**config.mk**
```make
export PLATFORM = sky130hd
export DESIGN_NAME = frontmon_trace
export DESIGN_NICKNAME = d
export VERILOG_FILES = /design/src/rtl/frontmon_trace_pkg.sv /design/src/rtl/frontmon_tram.sv /design/src/rtl/frontmon_trace.sv
export SDC_FILE = /design/constraint.sdc
export NUM_CORES = 1
export LEC_CHECK = 0
export BUFFER_PORTS_ARGS = -buffer_cell sky130_fd_sc_hd__buf_2
export CAP_MARGIN = 20
export CORE_MARGIN = 5
export CORE_UTILIZATION = 34
export CTS_BUF_LIST = sky130_fd_sc_hd__clkbuf_4 sky130_fd_sc_hd__clkbuf_8
export DETAILED_ROUTE_END_ITERATION = 16
export HOLD_SLACK_MARGIN = 0.05
export SYNTH_ARGS = -nofsm -noshare
export SYNTH_HDL_FRONTEND = slang
export SYNTH_SLANG_ARGS = --single-unit
```
**constraint.sdc**
```tcl
create_clock -name CLK -period 3.2 [get_ports CLK]
set_input_delay 0.48 -clock CLK [delete_from_list [all_inputs] [get_ports CLK]]
set_output_delay 0.48 -clock CLK [all_outputs]
set_load 0.01 [all_outputs]
```
**src/rtl/frontmon_trace_pkg.sv**
```systemverilog
// Shared types and helpers for the front-panel monitor trace capture block.
// Holds the capture state encoding, default depth and trigger comparator.
package frontmon_trace_pkg;

  localparam int unsigned DEPTH_LOG2_DEF = 6;
  localparam int unsigned WORD_W         = 16;
  localparam int unsigned MODE_W         = 4;

  typedef enum logic [1:0] {
    ST_IDLE  = 2'd0,
    ST_ARMED = 2'd1,
    ST_POST  = 2'd2,
    ST_DONE  = 2'd3
  } state_e;

  // Bits outside the mask never influence the match.
  function automatic logic trig_match(input logic [WORD_W-1:0] word,
                                      input logic [WORD_W-1:0] mask,
                                      input logic [WORD_W-1:0] val);
    return ((word ^ val) & mask) == '0;
  endfunction

endpackage

```
**src/rtl/frontmon_tram.sv**
```systemverilog
// Simple dual-port trace RAM: synchronous write port, registered read port.
// The read register is resettable so the popped-word output starts at zero.
module frontmon_tram #(
  parameter int unsigned AW = 6,
  parameter int unsigned DW = 16
) (
  input  logic          clk,
  input  logic          rst_n,
  input  logic          we,
  input  logic [AW-1:0] waddr,
  input  logic [DW-1:0] wdata,
  input  logic          re,
  input  logic [AW-1:0] raddr,
  output logic [DW-1:0] rdata
);

  localparam int unsigned DEPTH = 1 << AW;

  logic [DW-1:0] mem_q [DEPTH];
  logic [DW-1:0] rdata_q;

  always_ff @(posedge clk) begin
    if (we) begin
      mem_q[waddr] <= wdata;
    end
  end

  always_ff @(posedge clk or negedge rst_n) begin
    if (!rst_n) begin
      rdata_q <= '0;
    end else if (re) begin
      rdata_q <= mem_q[raddr];
    end
  end

  assign rdata = rdata_q;

endmodule

```
**src/rtl/frontmon_trace.sv**
```systemverilog
// Logic-analyser style capture of the front-panel monitor word: circular
// buffer, masked/forced trigger, post-trigger count and oldest-first readout.
module frontmon_trace
  import frontmon_trace_pkg::*;
#(
  parameter int unsigned DEPTH_LOG2 = DEPTH_LOG2_DEF,
  parameter int unsigned TMR        = 0
) (
  input  logic                  CLK,
  input  logic                  RST_B,
  input  logic [15:0]           MULTOUT,
  input  logic [3:0]            MODECODE,
  input  logic                  ARM,
  input  logic                  FORCE_TRIG,
  input  logic [15:0]           TRIG_MASK,
  input  logic [15:0]           TRIG_VAL,
  input  logic [DEPTH_LOG2-1:0] POSTTRIG,
  input  logic                  RD_EN,
  output logic [15:0]           RD_DATA,
  output logic                  RD_VALID,
  output logic [1:0]            STATE,
  output logic [DEPTH_LOG2:0]   WORDS,
  output logic [3:0]            TRIG_MODE,
  output logic                  MODECHG
);

  localparam int unsigned AW = DEPTH_LOG2;
  localparam int unsigned FW = DEPTH_LOG2 + 1;
  localparam logic [FW-1:0] FILL_MAX = FW'(1 << AW);
  localparam logic [AW-1:0] ONE_A    = AW'(1);
  localparam logic [FW-1:0] ONE_F    = FW'(1);

  // All control state lives in one record so it can be voted as a unit.
  typedef struct packed {
    logic [1:0]        state;
    logic [AW-1:0]     wp;
    logic [FW-1:0]     fill;
    logic [AW-1:0]     cnt;
    logic [AW-1:0]     post;
    logic [AW-1:0]     rp;
    logic [FW-1:0]     words;
    logic [MODE_W-1:0] trig_mode;
    logic [MODE_W-1:0] mode_prev;
    logic              modechg;
    logic              rd_valid;
  } ctrl_t;

  ctrl_t         ctrl_d;
  ctrl_t         ctrl_q;
  state_e        state_q;
  state_e        state_d;
  logic          trig_hit;
  logic          read_en;
  logic          capturing;
  logic          ram_we;
  logic          ram_re;
  logic [AW-1:0] wp_inc;
  logic [FW-1:0] fill_inc;

  assign state_q   = state_e'(ctrl_q.state);
  assign trig_hit  = FORCE_TRIG || trig_match(MULTOUT, TRIG_MASK, TRIG_VAL);
  assign capturing = (state_q == ST_ARMED) || (state_q == ST_POST);
  assign read_en   = (state_q == ST_DONE) && RD_EN && (ctrl_q.words != '0);
  assign wp_inc    = ctrl_q.wp + ONE_A;
  assign fill_inc  = (ctrl_q.fill == FILL_MAX) ? ctrl_q.fill : ctrl_q.fill + ONE_F;

  // Control state register, optionally triplicated with a bitwise majority vote.
  if (TMR != 0) begin : g_tmr
    ctrl_t ctrl_a_q;
    ctrl_t ctrl_b_q;
    ctrl_t ctrl_c_q;

    always_ff @(posedge CLK or negedge RST_B) begin
      if (!RST_B) begin
        ctrl_a_q <= '0;
        ctrl_b_q <= '0;
        ctrl_c_q <= '0;
      end else begin
        ctrl_a_q <= ctrl_d;
        ctrl_b_q <= ctrl_d;
        ctrl_c_q <= ctrl_d;
      end
    end

    assign ctrl_q = ctrl_t'((ctrl_a_q & ctrl_b_q) | (ctrl_a_q & ctrl_c_q) |
                            (ctrl_b_q & ctrl_c_q));
  end else begin : g_simplex
    ctrl_t ctrl_r_q;

    always_ff @(posedge CLK or negedge RST_B) begin
      if (!RST_B) begin
        ctrl_r_q <= '0;
      end else begin
        ctrl_r_q <= ctrl_d;
      end
    end

    assign ctrl_q = ctrl_r_q;
  end

  // Next-state logic; ARM restarts from any state and outranks trigger/read.
  always_comb begin
    state_d = state_q;
    if (ARM) begin
      state_d = ST_ARMED;
    end else begin
      case (state_q)
        ST_ARMED: begin
          if (trig_hit) begin
            state_d = (ctrl_q.post == '0) ? ST_DONE : ST_POST;
          end
        end
        ST_POST: begin
          if (ctrl_q.cnt == ONE_A) begin
            state_d = ST_DONE;
          end
        end
        ST_DONE: begin
          if (read_en && (ctrl_q.words == ONE_F)) begin
            state_d = ST_IDLE;
          end
        end
        default: ;
      endcase
    end
  end

  // Datapath and output updates.
  always_comb begin
    ctrl_d           = ctrl_q;
    ctrl_d.state     = state_d;
    ctrl_d.rd_valid  = 1'b0;
    ctrl_d.mode_prev = MODECODE;
    ram_we           = 1'b0;
    ram_re           = 1'b0;

    if (ARM) begin
      ctrl_d.wp      = '0;
      ctrl_d.fill    = '0;
      ctrl_d.cnt     = '0;
      ctrl_d.rp      = '0;
      ctrl_d.words   = '0;
      ctrl_d.modechg = 1'b0;
      ctrl_d.post    = POSTTRIG;
    end else if (capturing) begin
      ram_we      = 1'b1;
      ctrl_d.wp   = wp_inc;
      ctrl_d.fill = fill_inc;
      if (MODECODE != ctrl_q.mode_prev) begin
        ctrl_d.modechg = 1'b1;
      end
      if (state_q == ST_ARMED) begin
        if (trig_hit) begin
          ctrl_d.trig_mode = MODECODE;
          ctrl_d.cnt       = ctrl_q.post;
        end
      end else begin
        ctrl_d.cnt = ctrl_q.cnt - ONE_A;
      end
      // Freeze the record: oldest word sits fill entries behind the write pointer.
      if (state_d == ST_DONE) begin
        ctrl_d.words = fill_inc;
        ctrl_d.rp    = wp_inc - fill_inc[AW-1:0];
      end
    end else if (read_en) begin
      ram_re          = 1'b1;
      ctrl_d.rp       = ctrl_q.rp + ONE_A;
      ctrl_d.words    = ctrl_q.words - ONE_F;
      ctrl_d.rd_valid = 1'b1;
    end
  end

  frontmon_tram #(
    .AW (AW),
    .DW (WORD_W)
  ) u_tram (
    .clk   (CLK),
    .rst_n (RST_B),
    .we    (ram_we),
    .waddr (ctrl_q.wp),
    .wdata (MULTOUT),
    .re    (ram_re),
    .raddr (ctrl_q.rp),
    .rdata (RD_DATA)
  );

  assign RD_VALID  = ctrl_q.rd_valid;
  assign STATE     = ctrl_q.state;
  assign WORDS     = ctrl_q.words;
  assign TRIG_MODE = ctrl_q.trig_mode;
  assign MODECHG   = ctrl_q.modechg;

endmodule
```
==> Word-level counts from Yosys, hierarchy flattened <==
Memory sizes are Yosys's and may differ from the RTL's. A register that Yosys moved wholly into a read port is not among the register bits.
Index checks and enable logic that the tools add are counted.
{ "word_totals": {"reg_bits": 50, "ramBits": 1024, "input_bits": 63, "wordCells": 72, "mem_count": 1} }
{ "mem_list": {"columns": ["memory", "words", "word_bits", "rd", "rd_clocked_by_memory_dff", "wr", "line", "source"], "rows": [
  ["u_tram.mem_q", 64, 16, 1, 1, 1, "frontmon_tram.sv:19", "logic [DW-1:0] mem_q [DEPTH];"]
]} }
{ "classes": {"addsub": 6, "eq_ne": 10, "muxes": 25, "bitwise_logic": 3, "n_reduce_logical": 16} }
{ "op_table": {"columns": ["op", "count"], "rows": [
  ["2-to-1 mux 13 bit", 4],
  ["2-to-1 mux 19 bit", 2],
  ["bitwise AND 16 bit", 1],
  ["logical NOT 16 bit", 1],
  ["XOR 16 bit", 1],
  ["adder 6 x 1 -> 6 bit (second input constant)", 2],
  ["2-to-1 mux 6 bit", 2],
  ["2-to-1 mux 1 bit", 11],
  ["2-to-1 mux 2 bit", 4],
  ["adder 7 x 1 -> 7 bit (second input constant)", 1],
  ["== test 7 x 1 -> 1 bit (second input constant)", 1],
  ["== test 7 bit (second input constant)", 1],
  ["2-to-1 mux 7 bit", 1],
  ["nonzero test 7 bit", 1],
  ["subtractor 7 x 1 -> 7 bit (second input constant)", 1],
  ["== test 2 bit (second input constant)", 3],
  ["== test 6 x 1 -> 1 bit (second input constant)", 1],
  ["logical NOT 6 bit", 1],
  ["one-hot mux 2 bit (3 select lines)", 1],
  ["AND reduction 2 bit", 3],
  ["subtractor 6 x 1 -> 6 bit (second input constant)", 1],
  ["subtractor 6 bit", 1],
  ["inequality test 4 bit", 1],
  ["AND reduction 4 bit", 1],
  ["9 further kinds", 13]
]} }

==> Depth between registers and ports, before layout <==
Gate-level depths: netlist (run 1).
{ "depth": {"depth_word": 11, "mapped_depth": 13, "depth_no_buf": 13} }

==> Cells and area by module <==
A second synthesis (run 1) with hierarchy kept.
{ "unflattened": {"cells_unflattened": 2268, "hier_area_um2": 43350.3} }
{ "by_module_without_submodules": {"columns": ["module", "instances", "cells_each", "area_each_um2", "seq_area_each_um2"], "rows": [
  ["frontmon_tram", 1, 1897, 39925.8, 31149.9],
  ["frontmon_trace", 1, 371, 3424.5, 1251.2]
]} }

==> Worst setup path before layout (run 1) <==
Ideal clock, no wire load.
{ "synth_timing": {"path_kind": "reg-to-reg", "start": "reg g_simplex.ctrl_r_q (netlist bit STATE[0])", "end": "mem u_tram.mem_q[61][0], enable pin", "t_arrival_ps": 2507, "required_ps": 2811, "path_slack_ps": 305, "stages_incl_launch_ff": 9, "path_buffers": 2, "period_less_slack_ps": 2895, "path_cell_list": "dfrtp_1 -> inv_1 -> ha_1 -> clkbuf_1 -> clkbuf_1 -> nand2_1 -> nor2_1 -> nand2_1 -> nor2_1"} }
{ "synth_via": {"elab_chain_cells": 6, "word_cells_on_any_way": 7, "cone_classes": "eq/ne: 2; mux: 4; reduce/logical: 1"} }
{ "synth_lines": {"columns": ["element", "line", "source"], "rows": [
  ["start: declaration", "frontmon_trace.sv:88", "ctrl_t ctrl_r_q;"],
  ["start signal: assignment", "frontmon_trace.sv:94", "ctrl_r_q <= ctrl_d;"],
  ["== test 2 x 1 -> 1 bit or == test 2 bit (tied branches)", "frontmon_trace.sv:62", "assign capturing = (state_q == ST_ARMED) || (state_q == ST_POST);"],
  ["logical OR 1 bit *", "frontmon_trace.sv:62", null],
  ["2-to-1 mux 1 bit *", "frontmon_trace.sv:145", "end else if (capturing) begin"],
  ["2-to-1 mux 1 bit *", "frontmon_trace.sv:137", "if (ARM) begin"],
  ["2-to-1 mux 1 bit *", "frontmon_tram.sv:23", "if (we) begin"],
  ["2-to-1 mux 1 bit (not written as such) *", "frontmon_tram.sv:24", "mem_q[waddr] <= wdata;"],
  ["end: declaration", "frontmon_tram.sv:19", null]
]} }
Every way passes the cells marked *; elsewhere a longest branch is shown, timed or not.

==> results of run 1 <==
## per-layer routing
| metal | vias up | track usage |
|---|---|---|
| li1 | 8862 | - |
| met1 | 11600 | 0.230 |
| met2 | 1001 | 0.265 |
| met3 | 162 | 0.0399 |
| met4 | 2 | 0.0504 |
| met5 | - | 0 |
## power by group through the flow
| stage | clock network, mW | registers [mW] | logic (mW) |
|---|---|---|---|
| 6_report | 11.6 | 16.5 | 8.71 |
| 5_1_grt | 12.5 | 16.5 | 9.31 |
| 4_1_cts | 11.9 | 16.5 | 8.83 |
| 3_5_place_dp | 0 | 16.8 | 8.79 |
| 3_3_place_gp | 0 | 16.8 | 8.67 |
| 2_1_floorplan | 0 | 16.5 | 5.78 |
## stage by stage
stage | utilization | cell area (um^2)
after floorplan | - | 43200
after global placement | 0.372 | 46800
after detailed placement | 0.372 | 46800
after CTS | 0.400 | 50300
after global routing | 0.400 | 50400
final | 0.400 | 50400
## kinds of logic (layout without fill, tap and decap cells)
kind of cell / count (synthesis) / in the layout
other cells: 0 / 5
flops: 1090 / 1090
fa+ha+maj: 20 / 20
simple gates: 201 / 201
buf+inv: 132 / 604
mux: 368 / 368
compound gates: 88 / 88
xor+xnor: 43 / 43
## sequential cells by signal, indices dropped and copies added (netlist names)
name	count
WORDS	7
u_tram.rdata	16
u_tram.mem_q	1024
TRIG_MODE	4
STATE	2
RD_VALID	1
MODECHG	1
ctrl_q	35
## layout make-up
type	count	area (um^2)	share of cell area
antenna	5	12.5	0.000248
sequential	1090	32400	0.643
inverter	15	56.3	0.00112
clock buffer	233	2880	0.0571
tap	1650	2060	0.0410
multi-input combinational	720	10200	0.202
clock inverter	77	504	0.0100
timing repair buffer	279	2270	0.0450
## Yosys cell counts (all sizes together) (3+ instances only)
cell type	instances
nand3	16
mux2i	6
or3	6
o21ai	24
a211oi	10
mux2	26
a22oi	9
a31oi	4
nor3	7
ha	19
or2	4
edfxtp	1024
o211ai	3
mux4	336
nor2	104
or4	3
a21oi	13
nor2b	4
nand2	24
o31ai	3
buf	52
xor2	30
nand3b	4
nor4b	3
a32o	4
clkbuf	65
nand2b	6
dfrtp	66
nand4	10
inv	15
xnor2	13
## worst paths after layout
path	end	slack (ns)	cells after the start
setup / recovery	u_tram.rdata[3]$_DFFE_PN0P_	0.12	6
max in group asynchronous	ctrl_q[19]$_DFFE_PN0P_	2.33	3
min in group CLK	STATE[1]$_DFF_PN0_	0.33	4
hold / removal	RD_VALID$_DFF_PN0_	0.17	2
hold reg to reg	TRIG_MODE[0]$_DFFE_PN0P_	0.50	1
setup reg to reg	u_tram.rdata[3]$_DFFE_PN0P_	0.12	6
## what timing repair did
action                                  in CTS  in global routing
resized for setup                            0                  2
hold buffers                                14                  0
endpoints found under the setup margin       0                  1
hold endpoints to repair                    90                  0
setup buffers                                0                  0
==> flow_summary.toml, run 1 <==
[pwr]
combPwrFrac = 0.237
switching_share = 0.279
power_density_mw_per_mm2 = 730
intPower_mw = 26.5
p_sw_mw = 10.3
clockPowerShare = 0.315
power_mw = 36.8
peakVddDrop_uv = 424
power_frac_seq = 0.448
p_leak_nw = 15.9

[status]
status = "complete, no violations"

[synth]
synth-edff-count = 1024
synth_top_flop_cell = "edfxtp_1"
ys_ff_latch = 1090
yosysSeqAreaShare = 0.751
synth_top_area_frac = 0.712
synth_fp_nets = 2025
synthMuxAreaShare = 0.184
async_flop_share = 0.0606
ys_warn_count = 0
synth_area_leaders = "edfxtp_1 (71%), mux4_2 (18%), dfrtp_1 (3.8%), nor2_1 (0.90%), mux2_2 (0.68%)"
synth-compound-area-share = 0.0136
synth_xor_area_frac = 0.00873
synth_simple_gate_area_share = 0.0218
syn_avg_cell_area_um2 = 22.2
synthCells = 1942
synth_top_family_by_area = "multiplexers"
synthDistinctLibCells = 59
netlist_area_mm2 = 0.0432
synth_area_leader_cell = "edfxtp_1"
synth-adder-area-share = 0.00597

[cells_and_area]
fillers = 11100
num-nets-final = 2361
finalNonFillerCells = 4069
syn2layout_area_growth_pct = 16.8
mostFrequentLayoutCells = "edfxtp_1 (1,024), mux4_2 (336), clkbuf_8 (180)"
layout-drive-gt1-share = 0.391
final_common_cell = "edfxtp_1"

[routing]
wl_met1_mm = 46.2
dr_total_vias = 21600
ant_nets = 0
first_pass_iters = 5
viasPerCell = 5.30
wl_met2_mm = 54.3
wl_mm = 113
wl_per_cell_um = 27.7
drtIter0Drc = 2594
drc_errors = 0
routed.top_layer = "met5"
wl_met3_mm = 9.48

[timing]
worst_slew_pin_slew_ns = 0.824
clock_skew_ns = 0.0307
final-setup-viol-count = 0
hold_violations = 0
rsz0062_at_grt = "false"
slew_headroom = 0.447
report.final.slew_viol_count = 0
min_period_ns = 3.08
finalCritPeriodShare = 0.963
fmax_ghz = 0.324
fin_setup_tns_ns = 0
final.setup.worst_slack_ns = 0.118
fin_hold_ws_ns = 0.173

[worst_setup_path]
crit_path_max_fanout = 22
cp-startpoint = "ctrl_q[17]$_DFFE_PN0P_"
cp-start-kind = "register"
end_kind = "register"
path_class = "reg2reg"
required_ns = 3.87
cp_common_cell = "mux4_2"
crit_family = "multiplexers"
cp_cell_sequence = "buf_12, buf_12, mux4_2, mux4_2, mux4_2, mux2_2"
cp_data_arrival_time_ns = 3.76
crit_buf_inv = 2
cpPeakStageDelay_ns = 0.63
cp_slowest_cell = "mux4_2"
rr_startpoint = "ctrl_q[17]$_DFFE_PN0P_"

[clocking]
cts_tree = "done"
cts_sinks = 1090
clk_pin_slew_ns = 0.06
cts_root_buf = "clkbuf_8"
cts_max_level = 4
cts-buffers-inserted = 172
clock_path_buffers = 3
clkLatencyLatePin_ns = 0.81

[grt]
grt_pass1_wl_mm = 162
antenna_found_initial = 11
grt_pass1_vias = 22200
track_usage = 0.167
grt-ovfl-total = 0
grt_start_max_net_pins = 67

[floorplan]
start_util = 0.343
die_w_um = 366
num_rows = 130
die_y_um = 366
pin_count = 94
die_area_mm2 = 0.134
core_mm2 = 0.126

[place]
io_buffers = 93
place_inst = 3739
post-place-ws_ns = 0.0972
dpl.hpwl_mm = 69.6
gp_congestion = 0.809

[flow_run]
cap_violations = 0

[hold_path]
hp-class = "in2async"
(Power assumes the default switching activity.)
==> run 2: changes to the inputs <==
Settings changed: REMOVE_ABC_BUFFERS set to 1.
==> run 2 against run 1 <==
Die area did not move; combinational power is essentially flat; sequential cell count is the same; power is essentially flat; maximum frequency grew 1.9%; clock power about the same; cell area is 0.59% lower; register-to-register slack better by 0.06 ns; sequential share of layout area grew 0.38 points; first-iteration DRC count shrank 6.3%; cell count decreased by 1.0%; largest cell class unchanged; largest power group unchanged.
==> flow_summary.toml, run 2 (synthesis results as in run 1) <==
[cells_and_area]
mostFrequentLayoutCells = "edfxtp_1 (1,024), mux4_2 (336), clkbuf_8 (177)"
finalNonFillerCells = 4028
syn2layout_area_growth_pct = 16.1
num-nets-final = 2329
largest_register = "u_tram.mem_q"
fillers = 11100
stdcell_area_mm2 = 0.0501
final_common_cell = "edfxtp_1"
largest_reg_flops = 1024
layout-drive-gt1-share = 0.391

[worst_setup_path]
required_ns = 3.88
ff2ff_path_depth = 6
cp_cell_sequence = "buf_12, buf_4, mux4_2, mux4_2, mux4_2, mux2_2"
cp_common_cell = "mux4_2"
cp_slowest_cell = "mux4_2"
cp-start-kind = "register"
end_kind = "register"
r2r_slack_ns = 0.17
cp_data_arrival_time_ns = 3.70
cpPeakStageDelay_ns = 0.57
path_class = "reg2reg"
crit_path_max_fanout = 15

[status]
status = "complete, no violations"

[timing]
worst_slew_pin_slew_ns = 0.965
finalCritPeriodShare = 0.946
clock_skew_ns = 0.0392
slew_headroom = 0.357
min_period_ns = 3.03
fmax_ghz = 0.330
report.final.slew_viol_count = 0
final-setup-viol-count = 0
rsz0062_at_grt = "false"
hold_violations = 0

[pwr]
peakVddDrop_uv = 340
p_leak_nw = 15.7
clockPowerShare = 0.316
p_sw_mw = 10.4
power_density_mw_per_mm2 = 734
intPower_mw = 26.4
power_frac_seq = 0.447
combPwrFrac = 0.237
switching_share = 0.283

[place]
dpl.hpwl_mm = 66.8
gp_congestion = 0.825
io_buffers = 93
place_area_mm2 = 0.0466
place_inst = 3707

[routing]
drc_errors = 0
ant_nets = 0
drtIter0Drc = 2430
first_pass_iters = 5
dr_total_vias = 21500
wl_mm = 112
wl_per_cell_um = 27.9
viasPerCell = 5.35

[grt]
grt_pass1_wl_mm = 162
grt_start_max_net_pins = 67
antenna_found_initial = 15
grt-ovfl-total = 0
track_usage = 0.165
grt_pass1_vias = 22400

[floorplan]
die_w_um = 366
start_util = 0.343
core_mm2 = 0.126
num_rows = 130
die_y_um = 366
die_area_mm2 = 0.134
pin_count = 94

[clocking]
cts_max_level = 4
cts-buffers-inserted = 172
cts_root_buf = "clkbuf_8"
clock_path_buffers = 3
clk_pin_slew_ns = 0.07
cts_tree = "done"
clkLatencyLatePin_ns = 0.83
cts_sinks = 1090

[hold_path]
min_path_cells = 1
hp-class = "in2reg"

[flow_run]
cap_violations = 0
## run 2: changes by cell type in the layout (fill, tap and decap cells not counted), sizes merged, moves of 3 or more
cell | before | now
clkbuf | 233 | 227
inv | 17 | 24
buf | 265 | 232
clkinv | 64 | 59
diode | 5 | 2
## run 2: layer usage
| layer | GRT usage | part of all wire | up-vias | routed length (um) |
|---|---|---|---|---|
| li1 | - | - | 8786 | - |
| met1 | 0.228 | 0.42 | 11700 | 46900 |
| met2 | 0.273 | 0.49 | 920 | 55300 |
| met3 | 0.0352 | 0.077 | 123 | 8600 |
| met4 | 0.0348 | 0.013 | 2 | 1420 |
| met5 | 0 | 0.00012 | - | 13 |
## run 2: cell type report
cell class	count	area, um^2	area share
antenna	2	5.00	0.0000999
clock buffer	227	2810	0.0561
inverter	15	56.3	0.00112
clock inverter	77	552	0.0110
sequential	1090	32400	0.647
timing repair buffer	247	1940	0.0387
multi-input combinational	720	10300	0.205
tap	1650	2060	0.0412
## run 2: per-stage QoR
stage | total power [mW] | utilization | setup WS [ns] | hold slack, ns | TNS, ns
after global placement | 25.3 | 0.370 | 0.214 | 0.484 | 0
after global routing | 38.3 | 0.398 | 0.0789 | 0.0833 | 0
after detailed placement | 25.5 | 0.370 | 0.200 | 0.491 | 0
after floorplan | 21.9 | - | -8.53 | 0.184 | -190.15
after CTS | 37.1 | 0.398 | 0.158 | 0.0572 | 0
final | 36.8 | 0.398 | 0.174 | 0.132 | 0
## run 2: power by group through the flow
stage | Sequential [mW] | Clock, mW | Combinational [mW]
finish | 16.4 | 11.6 | 8.72
global route | 16.5 | 12.5 | 9.27
CTS | 16.4 | 11.9 | 8.82
detailed placement | 16.7 | 0 | 8.77
global placement | 16.7 | 0 | 8.63
floorplan | 17.1 | 0 | 4.74
## run 2: worst max-delay path, delay by kind of cell, from the launching register on
| family | cells | cell delay, ns |
|---|---|---|
| buffers and inverters | 2 | 0.52 |
| DFF | 1 | 0.45 |
| muxes | 4 | 1.87 |
## run 2: worst paths after layout
check                                              start                             to
worst max-delay path              ctrl_q[17]$_DFFE_PN0P_    u_tram.rdata[8]$_DFFE_PN0P_
worst min-delay path                          MULTOUT[9]  u_tram.mem_q[36][9]$_DFFE_PP_
worst max register to register    ctrl_q[17]$_DFFE_PN0P_    u_tram.rdata[8]$_DFFE_PN0P_
worst min register to register  TRIG_MODE[3]$_DFFE_PN0P_       TRIG_MODE[3]$_DFFE_PN0P_
max in group asynchronous                          RST_B         ctrl_q[18]$_DFFE_PN0P_
min in group asynchronous                          RST_B           WORDS[3]$_DFFE_PN0P_
## run 2: what timing repair did
| action | 4_1_cts | 5_1_grt |
|---|---|---|
| endpoints found under the setup margin | 0 | 1 |
| hold endpoints to repair | 109 | 0 |
| setup buffers | 0 | 0 |
| resized for setup | 0 | 2 |
| hold buffers | 15 | 0 |
==> run 3: changes to the inputs <==
Settings changed: CORE_UTILIZATION 34 to 45.
==> run 3 against run 2 <==
Setup slack improved by 0.0053 ns; clock power about the same; cell area decreased by 0.69%; first-iteration DRC count decreased by 7.8%; power increased by 0.11%; global-route usage increased by 5.2 points; wire length decreased by 0.46%; register-to-register slack about the same; sequential cell count unchanged; die area decreased by 24%; sequential share of layout area increased by 0.45 points; clock skew decreased by 0.0056 ns; critical path type unchanged; highest routed layer unchanged.
==> flow_summary.toml, run 3 (synthesis results as in run 1) <==
[status]
status = "complete, no violations"

[grt]
grt_util_met1 = 0.308
grt_pass1_vias = 22300
use_met3 = 0.0507
track_usage = 0.217
grt-ovfl-total = 0
antenna_found_initial = 9
grt-busiest-layer = "met2"
grt_use_met2 = 0.345
grt_start_max_net_pins = 67
grt_pass1_wl_mm = 159

[routing]
wl_per_cell_um = 30.5
first_pass_iters = 7
drtIter0Drc = 2240
dr_total_vias = 21500
ant_nets = 0
drc_errors = 0
viasPerCell = 5.86
wl_mm = 112

[place]
gp_congestion = 0.879
io_buffers = 93
place_inst = 3337
post-place-ws_ns = 0.0895
dpl.hpwl_mm = 65.4

[pwr]
power_mw = 36.8
intPower_mw = 26.4
power_density_mw_per_mm2 = 740
peakVddDrop_uv = 384
p_leak_nw = 15.9
switching_share = 0.284
p_sw_mw = 10.4
clockPowerShare = 0.313
power_frac_seq = 0.446
combPwrFrac = 0.241

[cells_and_area]
largest_reg_flops = 1024
layout-drive-gt1-share = 0.403
mostFrequentLayoutCells = "edfxtp_1 (1,024), mux4_2 (336), clkbuf_8 (175)"
num-nets-final = 2348
largest_register = "u_tram.mem_q"
syn2layout_area_growth_pct = 15.3
finalNonFillerCells = 3667
fillers = 7408
final_common_cell = "edfxtp_1"
final_core_util = 0.523

[worst_setup_path]
crit_buf_inv = 2
cpPeakStageDelay_ns = 0.61
cp_slowest_cell = "mux4_2"
end_kind = "register"
crit_path_max_fanout = 30
cp_cell_sequence = "buf_12, buf_12, mux4_2, mux4_2, mux4_2, mux2_2"
cp-start-kind = "register"
crit_family = "multiplexers"
path_class = "reg2reg"
cp_data_arrival_time_ns = 3.73
cp_common_cell = "mux4_2"
required_ns = 3.91

[timing]
report.final.slew_viol_count = 0
final-setup-viol-count = 0
clock_skew_ns = 0.0335
fin_hold_ws_ns = 0.153
slew_headroom = 0.390
min_period_ns = 3.02
final.setup.worst_slack_ns = 0.179
finalCritPeriodShare = 0.944
worst_slew_pin_slew_ns = 0.916
fmax_ghz = 0.331
hold_violations = 0

[clocking]
clk_pin_slew_ns = 0.06
cts_root_buf = "clkbuf_8"
cts-buffers-inserted = 173
cts_tree = "done"
clkLatencyLatePin_ns = 0.83
clock_path_buffers = 3
cts_max_level = 4
cts_sinks = 1090

[hold_path]
hp-class = "in2reg"

[flow_run]
cap_violations = 0

[floorplan]
die_area_mm2 = 0.102
die_y_um = 320
num_rows = 113
die_w_um = 320
core_mm2 = 0.0952
start_util = 0.454
pin_count = 94
run 3: cell count changes in the layout (fill, tap and decap cells not counted), moves of 4 or more:
cell / delta
buf_4: +18
clkinv_1: -13
clkinv_2: +12
inv_8: +4
clkbuf_4: +11
run 3: cell type report:
class                      count  area [um^2]  share of cell area
antenna                        2         5.00            0.000101
clock buffer                 236         2870              0.0576
clock inverter                74          493             0.00991
inverter                      15         56.3             0.00113
multi-input combinational    720        10300               0.206
sequential                  1090        32400               0.652
tap                         1265         1580              0.0318
timing repair buffer         265         2080              0.0418
run 3: worst reg2reg max path, stage by stage (launching register included):
cell and delay (ns):
dfrtp_4 0.47, buf_12 0.19, buf_12 0.30, mux4_2 0.55, mux4_2 0.61, mux4_2 0.50
mux2_2 0.28
run 3: per-stage QoR:
stage	TNS [ns]	cell area [um^2]
2_1_floorplan	-190.15	42500
3_3_place_gp	0	46200
3_5_place_dp	0	46200
4_1_cts	0	49700
5_1_grt	-0.000212	49800
6_report	0	49800
run 3: repair_timing:
action,CTS,global route
endpoints found under the hold margin,94,0
buffers inserted,0,4
setup endpoints to repair,0,3
resized for setup,0,4
hold buffers,14,0
run 3: layer usage:
metal | part of all wire | wire length, um
met1 | 0.42 | 46600
met2 | 0.48 | 53800
met3 | 0.078 | 8750
met4 | 0.023 | 2530
met5 | 0.00012 | 13
run 3: final timing paths:
| check | from | endpoint | slack (ns) | depth (start not counted) |
|---|---|---|---|---|
| setup / recovery | ctrl_q[17]$_DFFE_PN0P_ | u_tram.rdata[10]$_DFFE_PN0P_ | 0.18 | 6 |
| hold / removal | ARM | ctrl_q[46]$_DFFE_PN0P_ | 0.15 | 2 |
| setup reg to reg | ctrl_q[17]$_DFFE_PN0P_ | u_tram.rdata[10]$_DFFE_PN0P_ | 0.18 | 6 |
| hold reg to reg | TRIG_MODE[0]$_DFFE_PN0P_ | TRIG_MODE[0]$_DFFE_PN0P_ | 0.50 | 1 |
| max in group asynchronous | RST_B | ctrl_q[20]$_DFFE_PN0P_ | 2.15 | 2 |
| min in group asynchronous | RST_B | ctrl_q[5]$_DFF_PN0_ | 0.33 | 2 |
run 3: power groups by stage:
stage	clock, mW	sequential (mW)	combinational (mW)
after global routing	12.5	16.4	9.37
after detailed placement	0	16.7	8.83
after CTS	11.8	16.4	8.86
after global placement	0	16.7	8.72
after floorplan	0	17.1	4.74
final	11.5	16.4	8.87
